==> config.mk <==
export PLATFORM = sky130hd
export DESIGN_NAME = uart_receiver
export DESIGN_NICKNAME = d
export VERILOG_FILES = /design/src/rtl/uart_pkg.sv /design/src/rtl/rx_fifo.sv /design/src/rtl/uart_receiver.sv
export SDC_FILE = /design/constraint.sdc
export NUM_CORES = 1
export LEC_CHECK = 0
export ABC_AREA = 1
export ABC_CLOCK_PERIOD_IN_PS = 9300
export CAP_MARGIN = 20
export CORE_ASPECT_RATIO = 1.25
export CORE_MARGIN = 5
export CORE_UTILIZATION = 35
export CTS_BUF_LIST = sky130_fd_sc_hd__clkbuf_4 sky130_fd_sc_hd__clkbuf_8
export CTS_CLUSTER_DIAMETER = 60
export DETAILED_ROUTE_END_ITERATION = 7
export PLACE_DENSITY = 0.5
export SETUP_SLACK_MARGIN = 0.3
export SLEW_MARGIN = 20
export SYNTH_ARGS = -nofsm -noshare
export SYNTH_HDL_FRONTEND = slang
export SYNTH_SLANG_ARGS = --single-unit
==> constraint.sdc <==
create_clock -name sclk -period 9.3 [get_ports sclk]
set_clock_uncertainty 0.15 [all_clocks]
set_input_delay 1.86 -clock sclk [delete_from_list [all_inputs] [get_ports sclk]]
set_output_delay 1.86 -clock sclk [all_outputs]
set_load 0.05 [all_outputs]
==> src/rtl/uart_pkg.sv <==
// rtl/uart_pkg.sv - UART frame states and oversampling constants
// Shared by the transmitter and receiver.
package uart_pkg;

  typedef enum logic [2:0] {
    IDLE,
    START,
    DATA,
    PARITY,
    STOP
  } rx_state_t;

  localparam int OVERSAMPLE = 16;
  localparam int MID_TICK   = 7;
  localparam int DATA_BITS  = 8;

endpackage

==> src/rtl/rx_fifo.sv <==
// rtl/rx_fifo.sv - show-ahead receive FIFO with occupancy count and overrun pulse
// Push and pop in the same cycle both take effect, including when full.
module rx_fifo #(
  parameter int DEPTH = 16
) (
  input  logic                     sclk,
  input  logic                     rst,
  input  logic                     push,
  input  logic [7:0]               wdata,
  input  logic                     pop,
  output logic [7:0]               dout,
  output logic                     empty,
  output logic                     full,
  output logic [$clog2(DEPTH):0]   count,
  output logic                     overrun
);

  localparam int AW = $clog2(DEPTH);
  localparam logic [AW:0] FULL_CNT = DEPTH[AW:0];

  logic [7:0]    mem [DEPTH];
  logic [AW-1:0] wr_ptr;
  logic [AW-1:0] rd_ptr;
  logic          do_push;
  logic          do_pop;

  assign empty   = (count == '0);
  assign full    = (count == FULL_CNT);
  assign do_pop  = pop && !empty;
  // A full FIFO still accepts a byte when the head leaves in the same cycle.
  assign do_push = push && (!full || pop);
  assign dout    = empty ? 8'h00 : mem[rd_ptr];

  always_ff @(posedge sclk) begin
    if (do_push) begin
      mem[wr_ptr] <= wdata;
    end
  end

  always_ff @(posedge sclk) begin
    if (rst) begin
      wr_ptr  <= '0;
      rd_ptr  <= '0;
      count   <= '0;
      overrun <= 1'b0;
    end else begin
      overrun <= push && full && !pop;
      if (do_push) begin
        wr_ptr <= wr_ptr + 1'b1;
      end
      if (do_pop) begin
        rd_ptr <= rd_ptr + 1'b1;
      end
      case ({do_push, do_pop})
        2'b10:   count <= count + 1'b1;
        2'b01:   count <= count - 1'b1;
        default: count <= count;
      endcase
    end
  end

endmodule

==> src/rtl/uart_receiver.sv <==
// rtl/uart_receiver.sv - 16x oversampled 8N1 UART receiver feeding rx_fifo
// Define UART_RX_PARITY_EN for 8 data + parity + stop framing.
module uart_receiver
  import uart_pkg::*;
#(
  parameter int DEPTH      = 16,
  parameter int PARITY_ODD = 0
) (
  input  logic                   sclk,
  input  logic                   rst,
  input  logic                   rx,
  input  logic [15:0]            div,
  input  logic                   read,
  output logic [7:0]             dout,
  output logic                   empty,
  output logic                   full,
  output logic [$clog2(DEPTH):0] count,
  output logic                   frame_err,
  output logic                   overrun,
  output logic                   parity_err
);

  localparam logic [3:0] MID_CNT  = 4'(MID_TICK);
  localparam logic [3:0] LAST_CNT = 4'(OVERSAMPLE - 1);
  localparam logic [2:0] LAST_BIT = 3'(DATA_BITS - 1);

  logic       rx_meta;
  logic       rx_s;
  logic       rx_prev;
  logic [15:0] tick_cnt;
  logic       tick;
  rx_state_t  state;
  logic [3:0] os_cnt;
  logic [2:0] bit_cnt;
  logic [7:0] shreg;
  logic       start_edge;
  logic       stop_sample;
  logic       par_ok;
  logic       push;

  always_ff @(posedge sclk) begin
    if (rst) begin
      rx_meta <= 1'b1;
      rx_s    <= 1'b1;
      rx_prev <= 1'b1;
    end else begin
      rx_meta <= rx;
      rx_s    <= rx_meta;
      rx_prev <= rx_s;
    end
  end

  assign start_edge = (state == IDLE) && rx_prev && !rx_s;

  // Restarting the tick phase at the start edge centres every later sample in its bit.
  always_ff @(posedge sclk) begin
    if (rst) begin
      tick_cnt <= '0;
    end else if (start_edge || tick_cnt >= div) begin
      tick_cnt <= '0;
    end else begin
      tick_cnt <= tick_cnt + 16'd1;
    end
  end

  assign tick        = (tick_cnt == div);
  assign stop_sample = (state == STOP) && tick && (os_cnt == LAST_CNT);

`ifdef UART_RX_PARITY_EN
  logic par_bit;
  logic parity_err_q;
  assign par_ok     = (((^shreg) ^ par_bit) == PARITY_ODD[0]);
  assign parity_err = parity_err_q;
`else
  assign par_ok     = 1'b1;
  assign parity_err = 1'b0 & PARITY_ODD[0];
`endif

  assign push = stop_sample && rx_s && par_ok;

  always_ff @(posedge sclk) begin
    if (rst) begin
      state     <= IDLE;
      os_cnt    <= '0;
      bit_cnt   <= '0;
      shreg     <= '0;
      frame_err <= 1'b0;
`ifdef UART_RX_PARITY_EN
      par_bit      <= 1'b0;
      parity_err_q <= 1'b0;
`endif
    end else begin
      frame_err <= stop_sample && !rx_s;
`ifdef UART_RX_PARITY_EN
      parity_err_q <= stop_sample && rx_s && !par_ok;
`endif
      case (state)
        IDLE: begin
          if (start_edge) begin
            state  <= START;
            os_cnt <= '0;
          end
        end
        START: begin
          if (tick) begin
            if (os_cnt == MID_CNT) begin
              os_cnt  <= '0;
              bit_cnt <= '0;
              state   <= rx_s ? IDLE : DATA;
            end else begin
              os_cnt <= os_cnt + 4'd1;
            end
          end
        end
        DATA: begin
          if (tick) begin
            if (os_cnt == LAST_CNT) begin
              os_cnt  <= '0;
              shreg   <= {rx_s, shreg[7:1]};
              bit_cnt <= bit_cnt + 3'd1;
              if (bit_cnt == LAST_BIT) begin
`ifdef UART_RX_PARITY_EN
                state <= PARITY;
`else
                state <= STOP;
`endif
              end
            end else begin
              os_cnt <= os_cnt + 4'd1;
            end
          end
        end
`ifdef UART_RX_PARITY_EN
        PARITY: begin
          if (tick) begin
            if (os_cnt == LAST_CNT) begin
              os_cnt  <= '0;
              par_bit <= rx_s;
              state   <= STOP;
            end else begin
              os_cnt <= os_cnt + 4'd1;
            end
          end
        end
`endif
        STOP: begin
          // Leaving at mid-stop lets a start edge in the stop bit's second half be seen.
          if (tick) begin
            if (os_cnt == LAST_CNT) begin
              os_cnt <= '0;
              state  <= IDLE;
            end else begin
              os_cnt <= os_cnt + 4'd1;
            end
          end
        end
        default: state <= IDLE;
      endcase
    end
  end

  rx_fifo #(
    .DEPTH(DEPTH)
  ) u_fifo (
    .sclk    (sclk),
    .rst     (rst),
    .push    (push),
    .wdata   (shreg),
    .pop     (read),
    .dout    (dout),
    .empty   (empty),
    .full    (full),
    .count   (count),
    .overrun (overrun)
  );

endmodule

==> flow_summary.rst <==
.. list-table::
   :header-rows: 1

   * - Metric
     - Value
   * - Violation count after the first detailed-routing iteration
     - 292
   * - Arrival time worst endpoint
     - about 3.7 ns
   * - Post-cts gate resize count
     - 0
   * - Clock transition at path regs
     - roughly 0.090 ns
   * - Switching power
     - 0.3780 mW
   * - Leakage power
     - 3.324 nW
   * - Slack of the critical path
     - approximately 3.6 ns
   * - Run status
     - complete, no violations
   * - Peak supply drop
     - 0.07985 mV
   * - Floorplan die height
     - 181.7 microns
   * - Via count of the first global-routing pass
     - 5706
   * - Critical path endpoint category
     - output port
   * - Final non-filler cell area
     - 9243 sq um
   * - Count of buffer and inverter cells on the critical path
     - 3
   * - Drt total wl
     - 18.78 mm
   * - Number of hold buffers added after CTS
     - 0
   * - Final-layout fill cell count
     - roughly 2300
   * - Largest delay share family, worst path
     - buffers and inverters
   * - Area after DPL
     - 8855 sq um
   * - Switching portion of total power
     - 25.47%
   * - Detailed Place HPWL
     - between 10 and 15 mm
   * - Cell Chain, Critical Path
     - buf_4 > inv_2 > o21ai_0 > o211ai_1 > nand3_1 > a21oi_1 > clkdlybuf4s50_1
   * - Routed len/inst
     - between 15 and 20 microns
   * - Post-synthesis async set-or-reset flop share
     - 0%
   * - TritonCTS clock tree
     - yes
   * - Share of power burned in the clock network
     - 35.6%
   * - Fraction of the cycle the final worst path needs
     - 61.07%
   * - Vias
     - 5559
   * - Number of endpoints failing setup at the final stage
     - 0
   * - Endpoints failing hold
     - 0
   * - Cell with the largest stage delay on the worst path
     - sky130_fd_sc_hd__inv_2
   * - Clk sinks
     - 184
   * - Clk_lat worst skew
     - 0.46 ns
   * - Fraction of power consumed by combinational cells
     - 5.4%
   * - Root buffer cell
     - sky130_fd_sc_hd__clkbuf_8
   * - Crit-path max cell delay
     - 0.86 ns
   * - Most frequent standard cell in the layout excluding fill and tap cells
     - sky130_fd_sc_hd__edfxtp_1
   * - Post-DRT Antenna Nets
     - 0
   * - Global router's overall resource usage
     - 14.34%
   * - Detailed Routing Iterations Pass 1
     - 5
   * - Pin count of the biggest net entering global routing
     - 66
   * - Effective utilization at floorplan
     - 35.69%
   * - Signed area change from the synthesized netlist to the final layout
     - 12.01%
   * - Post-Route Setup TNS
     - 0 ns
   * - Placer Congestion
     - 0.8380
   * - DRC errors left
     - 0
   * - Htree depth
     - 4
   * - Pint
     - 1.106 mW
   * - Distinct cell type count after synthesis
     - 35
   * - Class of the most critical hold timing path
     - reg2reg
   * - Initial antenna violation count
     - 0
   * - Part of the Yosys area used for sequential elements
     - 60.17%
   * - Relative max-transition margin
     - between 20% and 30%
   * - Max FO, Critical Path
     - between 60 and 70
   * - Slew Limit Fails
     - 0
   * - Top-level I/O count
     - 38
   * - Placed Cells
     - 1071
   * - Buffers inserted during post-CTS setup optimization
     - 0
   * - Syn Inst Count
     - 775
   * - Max Clock Freq
     - around 180 MHz
   * - Mapped Area
     - 8252 sq um
   * - Post-place setup slack
     - 4.072 ns
   * - Most used DFF post-synth
     - sky130_fd_sc_hd__edfxtp_1
   * - Part of the power in registers
     - between 50% and 60%
   * - IO buf count
     - 36
   * - Shortest period the worst path allows
     - 5.679 ns
   * - Antenna cell count
     - 0
   * - Worst slew pin tran
     - 1.066 ns
   * - Area of the die
     - 26770 sq um
   * - EDFF count, synth
     - 128
   * - Endpoint required time on the critical path
     - 7.29 ns
   * - Placement Rows
     - between 60 and 70
   * - Final standard cell count with taps included and fillers excluded
     - roughly 1100
   * - Synth warnings
     - 0
   * - Global-route wire length before repair
     - 30.27 mm
   * - Start-to-end type of the worst setup path
     - reg2out
   * - Cell Pwr Density
     - roughly 160 nW/um^2
   * - Placeable core region
     - 23120 sq um
   * - Synth Register Bits
     - about 180
   * - Setup repair after global routing missed its margin
     - false
   * - Top library cells by usage in the layout, fill and taps aside
     - sky130_fd_sc_hd__edfxtp_1, sky130_fd_sc_hd__nor2_1, sky130_fd_sc_hd__nand2_1, sky130_fd_sc_hd__inv_1
   * - Total overflow reported by the global router
     - 0
   * - Average cell area after synthesis
     - 10.65 sq um
   * - Ratio of cells with drive above 1 in the final layout
     - 9.202%
   * - Via density per instance
     - about 5.0
   * - Clock Path Buffers
     - 2
   * - Tightest hold margin
     - 0.2844 ns
   * - Width of the chip
     - 147.3 microns
   * - Maxcap violations
     - 0
   * - Net count of the finished layout
     - 851
   * - Worst Setup Start Kind
     - register
   * - Clock buffers created by TritonCTS
     - 17
   * - Syn nets
     - just over 800
[cells in the mapped netlist (3+ instances only)]
library cell               instances  area (sq um)
sky130_fd_sc_hd__nand3_2           7         70.07
sky130_fd_sc_hd__inv_2             5         18.77
sky130_fd_sc_hd__o221ai_1         16         140.1
sky130_fd_sc_hd__inv_1            66         247.7
sky130_fd_sc_hd__edfxtp_1        128          3844
sky130_fd_sc_hd__a21oi_1          43         215.2
sky130_fd_sc_hd__o21a_1           16         120.1
sky130_fd_sc_hd__nor2_4            3         33.78
sky130_fd_sc_hd__o21ai_0          55         275.3
sky130_fd_sc_hd__o21bai_1         34         255.2
sky130_fd_sc_hd__xor2_1           10         87.58
sky130_fd_sc_hd__o211ai_1         17         127.6
sky130_fd_sc_hd__nand2_2           3         18.77
sky130_fd_sc_hd__buf_2            11         55.05
sky130_fd_sc_hd__nand2_1          69         259.0
sky130_fd_sc_hd__nand4_1           9         56.30
sky130_fd_sc_hd__dfxtp_1          56          1121
sky130_fd_sc_hd__clkbuf_1         16         60.06
sky130_fd_sc_hd__nor2_2           14         87.58
sky130_fd_sc_hd__or2_2             3         18.77
sky130_fd_sc_hd__ha_1             29         362.9
sky130_fd_sc_hd__nand3_1          29         145.1
sky130_fd_sc_hd__o21ai_1           3         15.01
sky130_fd_sc_hd__nor2_1          109         409.1
sky130_fd_sc_hd__xnor2_1          11         96.34
[layer usage]
layer | wire length (microns) | share of wire [%] | track usage, % | up-vias
li1 | - | - | - | 2763
met1 | 8297 | 44 | 17.62 | 2664
met2 | 9613 | 51 | 25.42 | 115
met3 | 642 | 3.4 | 3.167 | 17
met4 | 230 | 1.2 | 3.842 | 0
met5 | 0 | 0 | 0 | -
[flip-flops by register name, indices dropped and copies added, names as in the netlist, named ones only]
signal	flops
frame_err	1
bit_cnt	3
u_fifo.rd_ptr	4
state	3
u_fifo.overrun	1
shreg	8
rx_s	1
u_fifo.wr_ptr	4
rx_meta	1
u_fifo.count	5
rx_prev	1
tick_cnt	16
os_cnt	4
u_fifo.mem	128
[worst paths after layout]
path	from	to	slack [ns]	depth (start not counted)
setup reg to reg	tick_cnt[13]	u_fifo.count[4]	6.15	16
hold reg to reg	rx_meta	rx_s	0.28	1
hold / removal	rx_meta	rx_s	0.28	1
setup / recovery	register	dout[1]	3.62	7
[cell type report]
class	count	area [sq um]	area share, %
clock buffers	18	241.5	2.613
flip-flops and latches	184	4966	53.73
clock inverters	14	146.4	1.584
multi-input cells	489	2879	31.15
well taps	288	360.3	3.899
repair buffers	39	382.9	4.142
inverters	71	266.5	2.883
[power groups by stage]
stage	combinational (mW)	sequential [mW]	clock [mW]
6_report	0.0795	0.877	0.528
5_1_grt	0.0917	0.878	0.579
4_1_cts	0.0807	0.877	0.545
3_5_place_dp	0.0803	0.896	0
3_3_place_gp	0.0776	0.895	0
2_1_floorplan	0.0604	0.894	0
[through the flow]
stage / power [mW] / utilization (%)
floorplan: 0.9546 / -
global placement: 0.9730 / 38.30
detailed placement: 0.9761 / 38.30
CTS: 1.503 / 39.98
global route: 1.549 / 39.98
finish: 1.484 / 39.98
[logic make-up (layout without fill, tap and decap cells)]
kind of cell    after synthesis  after routing  synth area share [%]
compound gates              186            186                 14.10
simple gates                252            252                 14.12
other cells                   1              1               0.04545
buf+inv                     102            142                 4.943
xor+xnor                     21             21                 2.229
fa+ha+maj                    29             29                 4.397
flops                       184            184                 60.17
[worst reg2reg max path, delay by kind of cell (launching register included)]
| kind | cells | cell delay [ns] |
|---|---|---|
| AO/OA/AOI/OAI | 1 | 0.05 |
| XOR/XNOR | 1 | 0.18 |
| adder cells (fa/ha/maj) | 3 | 0.84 |
| flip-flops | 1 | 0.38 |
| AND/OR/NAND/NOR | 11 | 1.39 |
Note: power is estimated with default switching activity, not from simulation.
==> RTL edit (config.mk and constraints unchanged) <==
Re-encode `rx_state_t` (5 states) as one-hot, 5 bits wide.
--- a/src/rtl/uart_pkg.sv
+++ b/src/rtl/uart_pkg.sv
@@ -2,12 +2,12 @@
 // Shared by the transmitter and receiver.
 package uart_pkg;
 
-  typedef enum logic [2:0] {
-    IDLE,
-    START,
-    DATA,
-    PARITY,
-    STOP
+  typedef enum logic [4:0] {
+    IDLE   = 5'b00001,
+    START  = 5'b00010,
+    DATA   = 5'b00100,
+    PARITY = 5'b01000,
+    STOP   = 5'b10000
   } rx_state_t;
 
   localparam int OVERSAMPLE = 16;
Check against the original RTL: no difference found for any inputs over 10 cycles, from zero or initial values and one cycle with rst high; not proved beyond that.
==> RTL edit against the original RTL <==
  * Area after synthesis increased by 0.29%
  * Critical path depth up 1
  * Via count shrank 1.9%
  * Sequential cell count up 1
  * Routed wire length shrank 3.0%
  * Power grew 8.0%
  * Design area is 1.1% higher
  * Non-clock buffer count did not move
  * Worst setup slack better by 0.082 ns
  * Critical endpoint is now dout[6]
  * Largest cell class unchanged
  * Largest power group unchanged
  * Highest routed layer unchanged
==> RTL edit: results (changes against the original RTL) <==
- Gate power share: 7.4% (+2.0 points)
- Number of global-route vias before repair: 5,424 (-4.9%)
- CP Class: reg2out
- Peak fanout along the critical path: 65 (unchanged)
- Post-DP Area: 0.00890 mm² (+0.51%)
- CP endpoint: dout[6]
- Sequential power: 0.000888 W (+1%)
- Reg2reg start: tick_cnt[7]
- First-pass GRT wire length: 29,600 µm (-2.3%)
- Largest regs: u_fifo.mem x128, tick_cnt x16, shreg x8
- Drt total wl: 18,200 µm (-3.0%)
- Global Route Usage Sum: 14.1% (-0.26 points)
- Deepest clock path buffer count: 2 (unchanged)
- GPL Wtd Cong: 0.754 (-10%)
- Largest net degree at the start of global routing: 66 (unchanged)
- Synth cell types: 33 (-5.7%)
- Postcts setup bufs: 0 (unchanged)
- Crit path DAT: 3.59 ns (-0.08 ns)
- Outcome: complete, no violations
- Yosys warnings: 0 (unchanged)
- Met2 Track Usage GR: 24.2% (-1.2 points)
- Hold Slack: 0.267 ns (-0.0172 ns)
- Worst Hold Class: reg2reg
- Worst IR drop on VDD: 0.0845 mV (+5.8%)
- Nets: 865 (+1.6%)
- 1st-iter DRT viols: 236 (-19%)
- Switching Share: 23.5% (-2.0 points)
- Share of cells above drive strength 1: 8.08% (-1.1 points)
- GR Util met3: 2.65% (-0.52 points)
- Via count: 5,451 (-1.9%)
- Leakage power: 3.75 nW (+13%)
- Global routing usage on met1: 17.8% (+0.20 points)
- Ranking of synthesized cells by area: edfxtp_1, dfxtp_1, nor2_1
- R2R Setup Slk: 6.27 ns (+0.12 ns)
- Seq/Total Area, Yosys: 60.2% (+0.069 points)
- Worst path slowest cell: clkdlybuf4s50_1
- DP HPWL: 12,200 µm (-2.8%)
- Most common library cells after synthesis: nor2_1, edfxtp_1, nand2_1, inv_1
- Slew HR: 43.4% (+15 points)
- CP max stage delay: 0.81 ns (-0.05 ns)
- Mapped Nets: 836 (+1.5%)
- Sw Pwr: 0.000376 W (-0.59%)
[RTL edit: worst register-to-register path, delay by kind of cell, from the launching register on]
kind | cells | cell delay, ns
AOI/OAI and AO/OA | 1 | 0.06
DFF | 1 | 0.37
xor gates and xnor gates | 1 | 0.19
adders and majority gates | 3 | 0.81
and+or+nand+nor | 11 | 1.31
[RTL edit: worst min path at each step]
stage            start    to  cells past startpoint
6_report       rx_meta  rx_s                      1
5_1_grt        rx_meta  rx_s                      1
4_1_cts        rx_meta  rx_s                      1
3_5_place_dp   rx_meta  rx_s                      1
3_3_place_gp   rx_meta  rx_s                      1
2_1_floorplan  rx_meta  rx_s                      1
[RTL edit: kinds of logic after synthesis]
kind of cell	Yosys count	share of synthesized area [%]
simple gates	279	15.3
compound gates	174	13.2
other cells	1	0.0453
fa+ha+maj	29	4.38
buf+inv	99	4.70
xor+xnor	20	2.12
flops	185	60.2
[RTL edit: cell type report]
class | instances | area (µm²)
repair buffers | 39 | 383
clock buffers | 19 | 249
well taps | 292 | 365
multi-input cells | 503 | 2900
inverters | 70 | 263
fillers | 2313 | 14100
flip-flops and latches | 185 | 4990
clock inverters | 13 | 193
[RTL edit: metrics by stage]
step | std cells | worst slack (ns)
after floorplan | 787 | 5.03
after global placement | 1089 | 4.21
after detailed placement | 1089 | 4.18
after CTS | 1121 | 3.65
after global routing | 1121 | 3.42
final | 1121 | 3.70
[RTL edit: routing by layer]
layer	vias to the layer above	share of wire [%]	wire, µm
met5	-	0	0
li1	2788	-	-
met3	14	3.0	549
met4	0	1.2	210
met1	2567	46	8460
met2	82	49	8990
